File: src/rtl/ucie_ctl_sb_tx_multi_cred_fsm.sv
// Sideband TX controller: sequences header/data phases into the SB shifter,
// tracks outstanding pl_cfg credits and queues one request arriving while busy.
module ucie_ctl_sb_tx_multi_cred_fsm #(
    parameter int NC       = 32,
    parameter int HDR_W    = 64,
    parameter int DATA_W   = 64,
    parameter int CRED_MAX = 4,
    localparam int HDR_PH  = HDR_W / NC,
    localparam int DATA_PH = DATA_W / NC,
    localparam int PH_W    = ((HDR_PH + DATA_PH) > 1) ? $clog2(HDR_PH + DATA_PH) : 1,
    localparam int CRED_W  = $clog2(CRED_MAX + 1)
) (
    input  logic              i_clk,
    input  logic              i_rst,
    input  logic              i_valid_lp_sb,
    input  logic              i_ignore_data2,
    input  logic              i_done_shift,
    input  logic              i_rdi_pl_cfg_cred,
    output logic              o_pl_sb_busy,
    output logic [1:0]        o_buf_en,
    output logic [1:0]        o_shift_load,
    output logic [PH_W-1:0]   o_phase_sel,
    output logic              o_en_analyser,
    output logic              o_lp_cfg_vld,
    output logic [CRED_W-1:0] o_cred_avail,
    output logic              o_cred_err
);

    typedef enum logic [1:0] {
        ST_IDLE    = 2'd0,
        ST_NO_CRED = 2'd1,
        ST_LOAD    = 2'd2,
        ST_SEND    = 2'd3
    } state_t;

    state_t            state_r, state_s;
    logic              pending_r, pending_s;
    logic              valid_q_r;
    logic [CRED_W-1:0] cred_r, cred_s;
    logic              cred_err_r, cred_err_s;
    logic [PH_W-1:0]   ph_r, ph_s;
    logic [PH_W-1:0]   last_ph_r, last_ph_s;
    logic              load_cyc_r, load_cyc_s;
    logic              rise_s;
    logic              consume_s;

    // State and counter registers
    always_ff @(posedge i_clk or posedge i_rst) begin
        if (i_rst) begin
            state_r    <= ST_IDLE;
            pending_r  <= 1'b0;
            valid_q_r  <= 1'b0;
            cred_r     <= CRED_W'(CRED_MAX);
            cred_err_r <= 1'b0;
            ph_r       <= '0;
            last_ph_r  <= '0;
            load_cyc_r <= 1'b0;
        end else begin
            state_r    <= state_s;
            pending_r  <= pending_s;
            valid_q_r  <= i_valid_lp_sb;
            cred_r     <= cred_s;
            cred_err_r <= cred_err_s;
            ph_r       <= ph_s;
            last_ph_r  <= last_ph_s;
            load_cyc_r <= load_cyc_s;
        end
    end

    // Credit counter: a consume and a return in the same cycle cancel out
    always_comb begin
        rise_s     = i_valid_lp_sb & ~valid_q_r;
        consume_s  = (state_r == ST_LOAD);
        cred_s     = cred_r;
        cred_err_s = 1'b0;
        case ({consume_s, i_rdi_pl_cfg_cred})
            2'b10: cred_s = cred_r - CRED_W'(1);
            2'b01: begin
                if (cred_r == CRED_W'(CRED_MAX)) begin
                    cred_err_s = 1'b1;
                end else begin
                    cred_s = cred_r + CRED_W'(1);
                end
            end
            default: cred_s = cred_r;
        endcase
    end

    // Next-state logic; NO_CRED also sees a credit returned this very cycle
    always_comb begin
        state_s    = state_r;
        pending_s  = pending_r;
        ph_s       = ph_r;
        last_ph_s  = last_ph_r;
        load_cyc_s = load_cyc_r;
        case (state_r)
            ST_IDLE: begin
                if (rise_s | pending_r) begin
                    pending_s = 1'b0;
                    state_s   = (cred_r != '0) ? ST_LOAD : ST_NO_CRED;
                end else begin
                    state_s = ST_IDLE;
                end
            end
            ST_NO_CRED: begin
                if ((cred_r != '0) || i_rdi_pl_cfg_cred) begin
                    state_s = ST_LOAD;
                end else begin
                    state_s = ST_NO_CRED;
                end
            end
            ST_LOAD: begin
                if (i_ignore_data2) begin
                    last_ph_s = PH_W'(HDR_PH - 1);
                end else begin
                    last_ph_s = PH_W'(HDR_PH + DATA_PH - 1);
                end
                ph_s       = '0;
                load_cyc_s = 1'b1;
                state_s    = ST_SEND;
            end
            ST_SEND: begin
                if (load_cyc_r) begin
                    load_cyc_s = 1'b0;
                end else if (i_done_shift) begin
                    if (ph_r < last_ph_r) begin
                        ph_s       = ph_r + PH_W'(1);
                        load_cyc_s = 1'b1;
                    end else begin
                        state_s = ST_IDLE;
                    end
                end else begin
                    load_cyc_s = 1'b0;
                end
            end
            default: state_s = ST_IDLE;
        endcase
        // Only one request can be queued; later rises are dropped
        if ((state_r != ST_IDLE) && rise_s) begin
            pending_s = 1'b1;
        end else begin
            pending_s = pending_s;
        end
    end

    // Output decode from registered state
    always_comb begin
        o_pl_sb_busy  = (state_r != ST_IDLE) | pending_r;
        o_buf_en      = (state_r == ST_LOAD) ? {~i_ignore_data2, 1'b1} : 2'b00;
        o_shift_load  = 2'b00;
        o_phase_sel   = '0;
        if (state_r == ST_SEND) begin
            o_shift_load = load_cyc_r ? 2'b01 : 2'b10;
            o_phase_sel  = ph_r;
        end else begin
            o_shift_load = 2'b00;
            o_phase_sel  = '0;
        end
        o_en_analyser = (state_r == ST_LOAD);
        o_lp_cfg_vld  = (state_r == ST_SEND);
        o_cred_avail  = cred_r;
        o_cred_err    = cred_err_r;
    end

endmodule

File: config.mk
export PLATFORM = sky130hd
export DESIGN_NAME = ucie_ctl_sb_tx_multi_cred_fsm
export DESIGN_NICKNAME = d
export VERILOG_FILES = /design/src/rtl/ucie_ctl_sb_tx_multi_cred_fsm.sv
export SDC_FILE = /design/constraint.sdc
export NUM_CORES = 1
export LEC_CHECK = 0
export ABC_CLOCK_PERIOD_IN_PS = 2000
export BUFFER_PORTS_ARGS = -buffer_cell sky130_fd_sc_hd__clkbuf_2
export CORE_MARGIN = 3
export CORE_UTILIZATION = 30
export CTS_CLUSTER_SIZE = 24
export DETAILED_ROUTE_END_ITERATION = 6
export SYNTH_ARGS = -nofsm -noshare
export SYNTH_HDL_FRONTEND = slang
export SYNTH_SLANG_ARGS = --single-unit
export TNS_END_PERCENT = 50
File: constraint.sdc
create_clock -name i_clk -period 2 [get_ports i_clk]
set_clock_uncertainty 0.1 [all_clocks]
set_input_delay 0.4 -clock i_clk [delete_from_list [all_inputs] [get_ports i_clk]]
set_output_delay 0.4 -clock i_clk [all_outputs]
set_load 0.005 [all_outputs]
# After elaboration in Yosys (flattened, before gate mapping)
# Cells that the tools add are included.
# W data, S select, Z words.
# op_classes
addsub,3
magnitude_cmp,1
n_eq_ne,11
n_mux,27
bitwise,5
reduce_logical,13
# ops
op,count
$mux W2,14
$reduce_bool A2 Y1,5
$mux W1,8
$ne A2 B2 Y1 const B,4
$pmux W2 S4,1
$eq A2 B2 Y1 const B,3
$pmux W3 S2,1
$eq A2 B1 Y1 const B,2
$pmux W2 S2,1
$reduce_and A2 Y1,2
$reduce_and A4 Y1,1
$add A3 B1 Y3 const B,1
$eq A3 B3 Y1 const B,1
$mux W3,1
$reduce_and A3 Y1,1
$reduce_bool A3 Y1,1
$sub A3 B1 Y3 const B,1
$add A2 B1 Y2 const B,1
$logic_not A2 Y1,1
$lt A2 B2 Y1,1
$ne A2 B1 Y1 const B,1
$not A1 Y1,2
$or A1 B1 Y1,2
$pmux W1 S2,1
other kinds (3),3
# word_totals
ff_bits,13
in_bits,6
output_inout_bits,13
word_cells,68

# Logic depth before layout (Yosys ltp)
# Gate-level depths: netlist of the first run.
# depth
word_depth,6
mapped_depth,7
mapped_depth_nobuf,6

# Worst setup path before layout of the first run
# No wires, ideal clock.
# synth_timing
path_type,register to register
from,reg state_r[1]
to,reg cred_r[2] (netlist: o_cred_avail[2])
setup_time_ps,84
arrival_ps,1752
t_required_ps,1816
path_slack_ps,63
path_stages_with_launch,8
n_path_buf,1
period_less_slack_ps,1937
path_cell_list,dfrtp_1 > nand2b_1 > clkbuf_1 > nand2_1 > fa_1 > nor4b_1 > a31o_2 > a21oi_1
# synth_between
elab_chain_cells,4
elab_cells_between_ends,7
cone_classes,4 x eq/ne; 1 x mux; 2 x reduce/logical
# synth_rtl
item,line,rtl
from (decl),36,"state_t state_r, state_s;"
from (signal assigned),59,state_r <= state_s;
$eq A2 B2 Y1 *,73,consume_s = (state_r == ST_LOAD);
$eq A2 B1 Y1 or $eq A2 B2 Y1 (tied branches),76,"case ({consume_s, i_rdi_pl_cfg_cred})"
$ne A2 B2 Y1 (no source line) or $reduce_bool A2 Y1 (tied branches),-,
$reduce_and A2 Y1 (no source line),-,
to (signal assigned),53,cred_r <= CRED_W'(CRED_MAX);
to (signal assigned),62,cred_r <= cred_s;
to (decl),39,"logic [CRED_W-1:0] cred_r, cred_s;"
# Mark *: on every way between the ends. The rest lies on a longest branch, timed or not.
# A chain may end at the register's enable or synchronous reset.

# Final worst setup path of the first run
# layout_timing
from,reg ph_r[1]
to,reg ph_r[1]
# layout_between
elab_chain_cells,5
elab_cells_between_ends,8
cone_classes,1 x add/sub; 1 x order compare; 1 x eq/ne; 4 x mux; 1 x reduce/logical
# layout_rtl
item,line,rtl
from (decl),41,"logic [PH_W-1:0] ph_r, ph_s;"
from (signal assigned),64,ph_r <= ph_s;
$add A2 B1 Y2,127,ph_s = ph_r + PH_W'(1);
$mux W2,126,if (ph_r < last_ph_r) begin
$mux W2,125,end else if (i_done_shift) begin
$mux W2,123,if (load_cyc_r) begin
$pmux W2 S2,96,case (state_r)
# Parallel ways exist; a longest one is shown, timed or not. The select of a mux whose other input is x is not followed.

==> impl_metrics.tcl, run 1 <==
set metrics [dict create \
    insertion_delay_ns 0.28 \
    cp_max_fo 4 \
    die_w_um 56.15 \
    cellInternalPower_mw 0.8529 \
    dieArea_sq_mm 0.003153 \
    p_sw_share_pct 41.41 \
    ys_warn_count 0 \
    ys.flop_type "dfrtp_1" \
    cts-root-buf "clkbuf_4" \
    leakage_nw 0.4394 \
    cp_num_buf_inv 0 \
    cts_made_buffers 3 \
    cap_viol_max_count 0 \
    synth_cell_types 36 \
    first_pass_iters 4 \
    dp_hpwl_um 1192 \
    grt_pass1_wl_um 2725 \
    power.density_mw_per_mm2 1594 \
    drive_gt1_share_pct 29.13 \
    cts_htree_levels 1 \
    grt_overflow 0 \
    power_frac_comb_pct 55.4 \
    postRouteAntennaNets 0 \
    crit_chain "ha_1 > or3b_4 > or4_1 > o221ai_1" \
    clockBufferDepth 2 \
    syn_inst 82 \
    post_dp_cell_area_sq_um 887.1 \
    worstMarginPinSlew_ns 0.5275 \
    synth_edf_count 0 \
    r2r_start "ph_r[1]" \
    synthTopCellsByArea "dfrtp_1 40%, nand2b_1 5.0%, nor2_1 4.5%" \
    io_buffers 18 \
    clockPowerShare_pct 11.5 \
    crit_family "simple AND/OR/NAND/NOR gates" \
    wl_per_cell_um 12.02 \
    synth_commonest_cells "12 x dfrtp_1, 9 x nor2_1, 7 x inv_1" \
    yosysMostFrequentCell "dfrtp_1" \
    gp_congestion 0.7529 \
    ctsResizeCount 0 \
    final_cell_area_sq_um 913.4 \
    post_cts_buffers 0 \
    finalSetupViolations 0 \
    fp-row-count 17 \
    drtIter0Drc 18 \
    grt_usage_pct 11.11 \
    antenna_found_initial 0 \
    synth_top_area_cell "dfrtp_1" \
    max_stage_delay_ns 0.52 \
    yosysSeqAreaShare_pct 43.28 \
    dieHeight_um 56.15 \
    fmax_mhz 550.8 \
    crit_required_ns 2.09 \
    p_sw_mw 0.6028 \
    syn_nets 90 \
    cts_tree "yes" \
    crit_arrival_ns 1.91 \
    final_nets 112 \
    layout_min_cycle_time_ns 1.815 \
    async_flop_share_pct 100.0 \
    r2r_cells 4 \
    cp-start-kind "flip-flop" \
    grt_max_degree 14 \
    ys_ff_latch 13 \
    synth_top_area_share_pct 39.80 \
    report.final.slew_viol_count 0 \
    routed_wl_um 1574 \
    vias_per_cell 5.076 \
    clk_pin_slew_ns 0.08 \
    vias 665 \
    start_util_pct 32.84 \
    crit_start "ph_r[1]" \
    ioPinCount 19 \
    worstReg2RegEnd "ph_r[1]" \
    power.total_mw 1.456 \
    slew_headroom_pct 64.80 \
    fin_crit_sh_pct 90.77 \
    cts_sinks 13 \
    syn2layout_area_growth_pct 21.06 \
    cts_hold_buffers 0 \
    antenna_cells 0 \
    power_frac_seq_pct 33.1 \
    hold_viol_final 0 \
    rsz0062_at_grt "false" \
    grt_pass1_vias 634 \
    postSynthAreaPerCell_sq_um 9.201 \
    num-fill-cells 238 \
    design.core.area_sq_mm 0.002297 \
    drc_errors 0 \
    synth_area_sq_um 754.5 \
    hp-class "input port to async pin" \
    crit_type "flip-flop to flip-flop" \
    crit_cells 4 \
    multiInputGateArea_sq_um 379.1 \
    status "completed" \
    regArea_sq_um 326.6 \
    peakVddDrop_mv 0.6663 \
    worstSetupEndpoint "ph_r[1]" \
    r2r_setup_slack_ns 0.18 \
    crit_path_end_kind "flip-flop" \
    slowest_stage "or4_1" \
    fin_setup_tns_ns 0 \
]
==> through the flow <==
step / setup WS (ns) / hold slack (ns) / instances / util [%]
6_report: 0.1846 / 0.02409 / 131 / 39.76
5_1_grt: 0.1050 / 0.05975 / 131 / 39.76
4_1_cts: 0.1858 / 0.03775 / 131 / 39.76
3_5_place_dp: 0.2280 / 0.3540 / 127 / 38.62
3_3_place_gp: 0.2619 / 0.3428 / 127 / 38.62
2_1_floorplan: 0.06330 / 0.1762 / 82 / -
==> cells in the final DEF (no fill, tap or decap), drive strengths merged, types with 2 or more instances in the layout <==
master,instances
nor2b,3
nor2,9
dfrtp,12
o221ai,2
nand2b,6
a21oi,3
o211ai,2
and3,2
buf,4
or3,3
clkbuf,22
nand2,6
inv,7
==> layout make-up <==
type	count	area share (%)
multi-input combinational	57	41.51
inverter	7	2.877
timing repair buffer	22	13.15
clock buffer	4	2.877
tap	28	3.836
sequential	13	35.75
==> sequential cells by signal (all words and copies together), names as in the netlist <==
name,flops
o_cred_avail,3
last_ph_r,2
ph_r,2
state_r,2
load_cyc_r,1
o_cred_err,1
pending_r,1
valid_q_r,1
==> worst min-delay path by stage <==
stage,from,end,cells past startpoint,slack (ns)
after floorplan,i_rst,last_ph_r[0],1,0.18
after global placement,i_rst,ph_r[1],2,0.34
after detailed placement,i_rst,ph_r[1],2,0.35
after CTS,i_rst,ph_r[1],2,0.04
after global routing,i_rst,last_ph_r[0],2,0.06
final,i_rst,last_ph_r[0],2,0.02
==> power groups by stage <==
stage	Clock (mW)	Combinational, mW	Sequential (mW)
6_report	0.168	0.807	0.481
4_1_cts	0.178	0.821	0.482
3_5_place_dp	0	0.820	0.486
2_1_floorplan	0	0.557	0.470
5_1_grt	0.184	0.916	0.500
3_3_place_gp	0	0.796	0.484
==> per-layer routing <==
| layer | vias to the layer above | wire length [um] | track usage [%] |
|---|---|---|---|
| li1 | 330 | - | - |
| met1 | 317 | 726 | 13.42 |
| met2 | 16 | 742 | 18.36 |
| met3 | 2 | 94 | 4.176 |
| met4 | 0 | 11 | 3.051 |
| met5 | - | 0 | 0 |
==> cells by family after synthesis <==
| family | synth area share, % |
|---|---|
| buffers and inverters | 6.468 |
| AND/OR/NAND/NOR | 26.21 |
| XOR/XNOR | 1.161 |
| adder cells (fa/ha/maj) | 4.312 |
| flip-flops | 43.28 |
| AO/OA/AOI/OAI | 18.57 |
(Power assumes the default switching activity.)
==> inputs of run 2 (changes only) <==
--- a/config.mk
+++ b/config.mk
@@ -7,10 +7,12 @@
 export LEC_CHECK = 0
 export ABC_CLOCK_PERIOD_IN_PS = 2000
 export BUFFER_PORTS_ARGS = -buffer_cell sky130_fd_sc_hd__clkbuf_2
+export CORE_ASPECT_RATIO = 0.8
 export CORE_MARGIN = 3
 export CORE_UTILIZATION = 30
 export CTS_CLUSTER_SIZE = 24
 export DETAILED_ROUTE_END_ITERATION = 6
+export HOLD_SLACK_MARGIN = 0.02
 export SYNTH_ARGS = -nofsm -noshare
 export SYNTH_HDL_FRONTEND = slang
 export SYNTH_SLANG_ARGS = --single-unit
==> run 2 against run 1 <==
- global-route usage about the same
- sequential share of layout area decreased by 0.58 points
- cell count increased by 5.3%
- count of clock-buffer cells in the layout unchanged
- clock power decreased by 3%
- cell area increased by 1.6%
- worst hold slack got worse by 0.014 ns
- utilization increased by 1.1 points
- sequential power decreased by 3%
- critical path depth decreased by 1
- total power increased by 0.68%
- largest cell class unchanged
==> impl_metrics.tcl, run 2 (synthesis results as in run 1) <==
set metrics [dict create \
    grt_pass1_vias 573 \
    dieHeight_um 50.86 \
    slew_headroom_pct 66.97 \
    io_buffers 18 \
    grt_max_degree 14 \
    hp-class "input port to async pin" \
    cap_viol_max_count 0 \
    crit_family "flip-flops" \
    final_nets 113 \
    insertion_delay_ns 0.28 \
    cts_tree "yes" \
    r2r_cells 4 \
    finalSetupViolations 0 \
    design.core.area_sq_mm 0.002271 \
    power_frac_comb_pct 56.9 \
    antenna_found_initial 0 \
    status "completed" \
    p_sw_share_pct 41.01 \
    dp_cells 134 \
    dieArea_sq_mm 0.003157 \
    cts_htree_levels 1 \
    ctsResizeCount 0 \
    busiest_layer "met1" \
    drtIter0Drc 27 \
    antenna_cells 0 \
    crit_type "flip-flop to output port" \
    largest_reg_flops 3 \
    gp_congestion 0.7719 \
    cts_sinks 13 \
    cp-start-kind "flip-flop" \
    clockPowerShare_pct 11.2 \
    worstMarginPinSlew_ns 0.4949 \
    power_frac_seq_pct 31.9 \
    grt_pass1_wl_um 2608 \
    grt.met1_usage_pct 17.61 \
    drive_gt1_share_pct 29.81 \
    power.density_mw_per_mm2 1579 \
    grt_overflow 0 \
    fin_setup_tns_ns 0 \
    p_sw_mw 0.6011 \
    ioPinCount 19 \
    use_met3_pct 4.545 \
    post_cts_buffers 0 \
    slowest_stage "dfrtp_1" \
    vias 657 \
    cts-root-buf "clkbuf_4" \
    wl_per_cell_um 11.29 \
    report.final.slew_viol_count 0 \
    layout_min_cycle_time_ns 1.799 \
    crit_arrival_ns 1.30 \
    cp_max_fo 11 \
    final_common_cell "clkbuf_2" \
    leakage_nw 0.4444 \
    whs_ns 0.009649 \
    cp_num_buf_inv 2 \
    cts_made_buffers 3 \
    crit_cells 3 \
    layout_setup_ws_ns 0.2011 \
    crit_path_end_kind "output port" \
    crit_required_ns 1.50 \
    final_cell_mix "18 x clkbuf_2, 12 x dfrtp_1, 9 x nor2_1" \
    pre_cts_slack_ns 0.2066 \
    vias_per_cell 4.761 \
    power.total_mw 1.466 \
    max_stage_delay_ns 0.39 \
    routed_wl_um 1558 \
    fp-row-count 15 \
    crit_chain "buf_4 > or3_1 > clkbuf_2" \
    postRouteAntennaNets 0 \
    grt_usage_pct 11.06 \
    final_cells 138 \
    start_util_pct 33.22 \
    syn2layout_area_growth_pct 23.05 \
    first_pass_iters 4 \
    cts_hold_buffers 0 \
    clockBufferDepth 2 \
    cellInternalPower_mw 0.8646 \
    rsz0062_at_grt "false" \
    die_w_um 62.07 \
    clk_pin_slew_ns 0.09 \
    dp_hpwl_um 1193 \
    drc_errors 0 \
    fmax_mhz 555.9 \
    peakVddDrop_mv 0.5047 \
    fin_crit_sh_pct 89.94 \
    met2_usage_pct 14.14 \
    hold_viol_final 0 \
]
run 2: area by class of cell:
| type | count | area [sq um] |
|---|---|---|
| Fill cell | 226 | 1343 |
| Multi-Input combinational cell | 57 | 379.1 |
| Clock buffer | 4 | 26.28 |
| Inverter | 7 | 26.28 |
| Tap cell | 34 | 42.54 |
| Sequential cell | 13 | 326.6 |
| Timing Repair Buffer | 23 | 127.6 |
run 2: stage by stage:
stage	util (%)	cell area [sq um]
global route	40.88	928.4
floorplan	-	754.5
global placement	39.72	902.1
CTS	40.88	928.4
detailed placement	39.72	902.1
finish	40.88	928.4
run 2: power groups by stage:
stage | registers (mW) | clock network (mW) | logic (mW)
2_1_floorplan | 0.470 | 0 | 0.557
3_3_place_gp | 0.471 | 0 | 0.832
3_5_place_dp | 0.474 | 0 | 0.841
4_1_cts | 0.471 | 0.169 | 0.846
5_1_grt | 0.490 | 0.185 | 0.946
6_report | 0.468 | 0.163 | 0.834
run 2: layer usage:
layer	wire, um	vias up
li1	-	336
met1	805	295
met2	627	26
met3	125	0
met4	0	0
met5	0	-
run 2: path summary, 6_finish.rpt:
path / slack [ns] / start / endpoint
max in group asynchronous: 1.44 / i_rst / o_cred_avail[2]
max: 0.20 / state_r[1] / o_pl_sb_busy
max reg2reg: 0.21 / ph_r[1] / ph_r[1]
min in group i_clk: 0.13 / i_valid_lp_sb / valid_q_r
min reg2reg: 0.38 / last_ph_r[1] / last_ph_r[1]
min: 0.01 / i_rst / state_r[0]
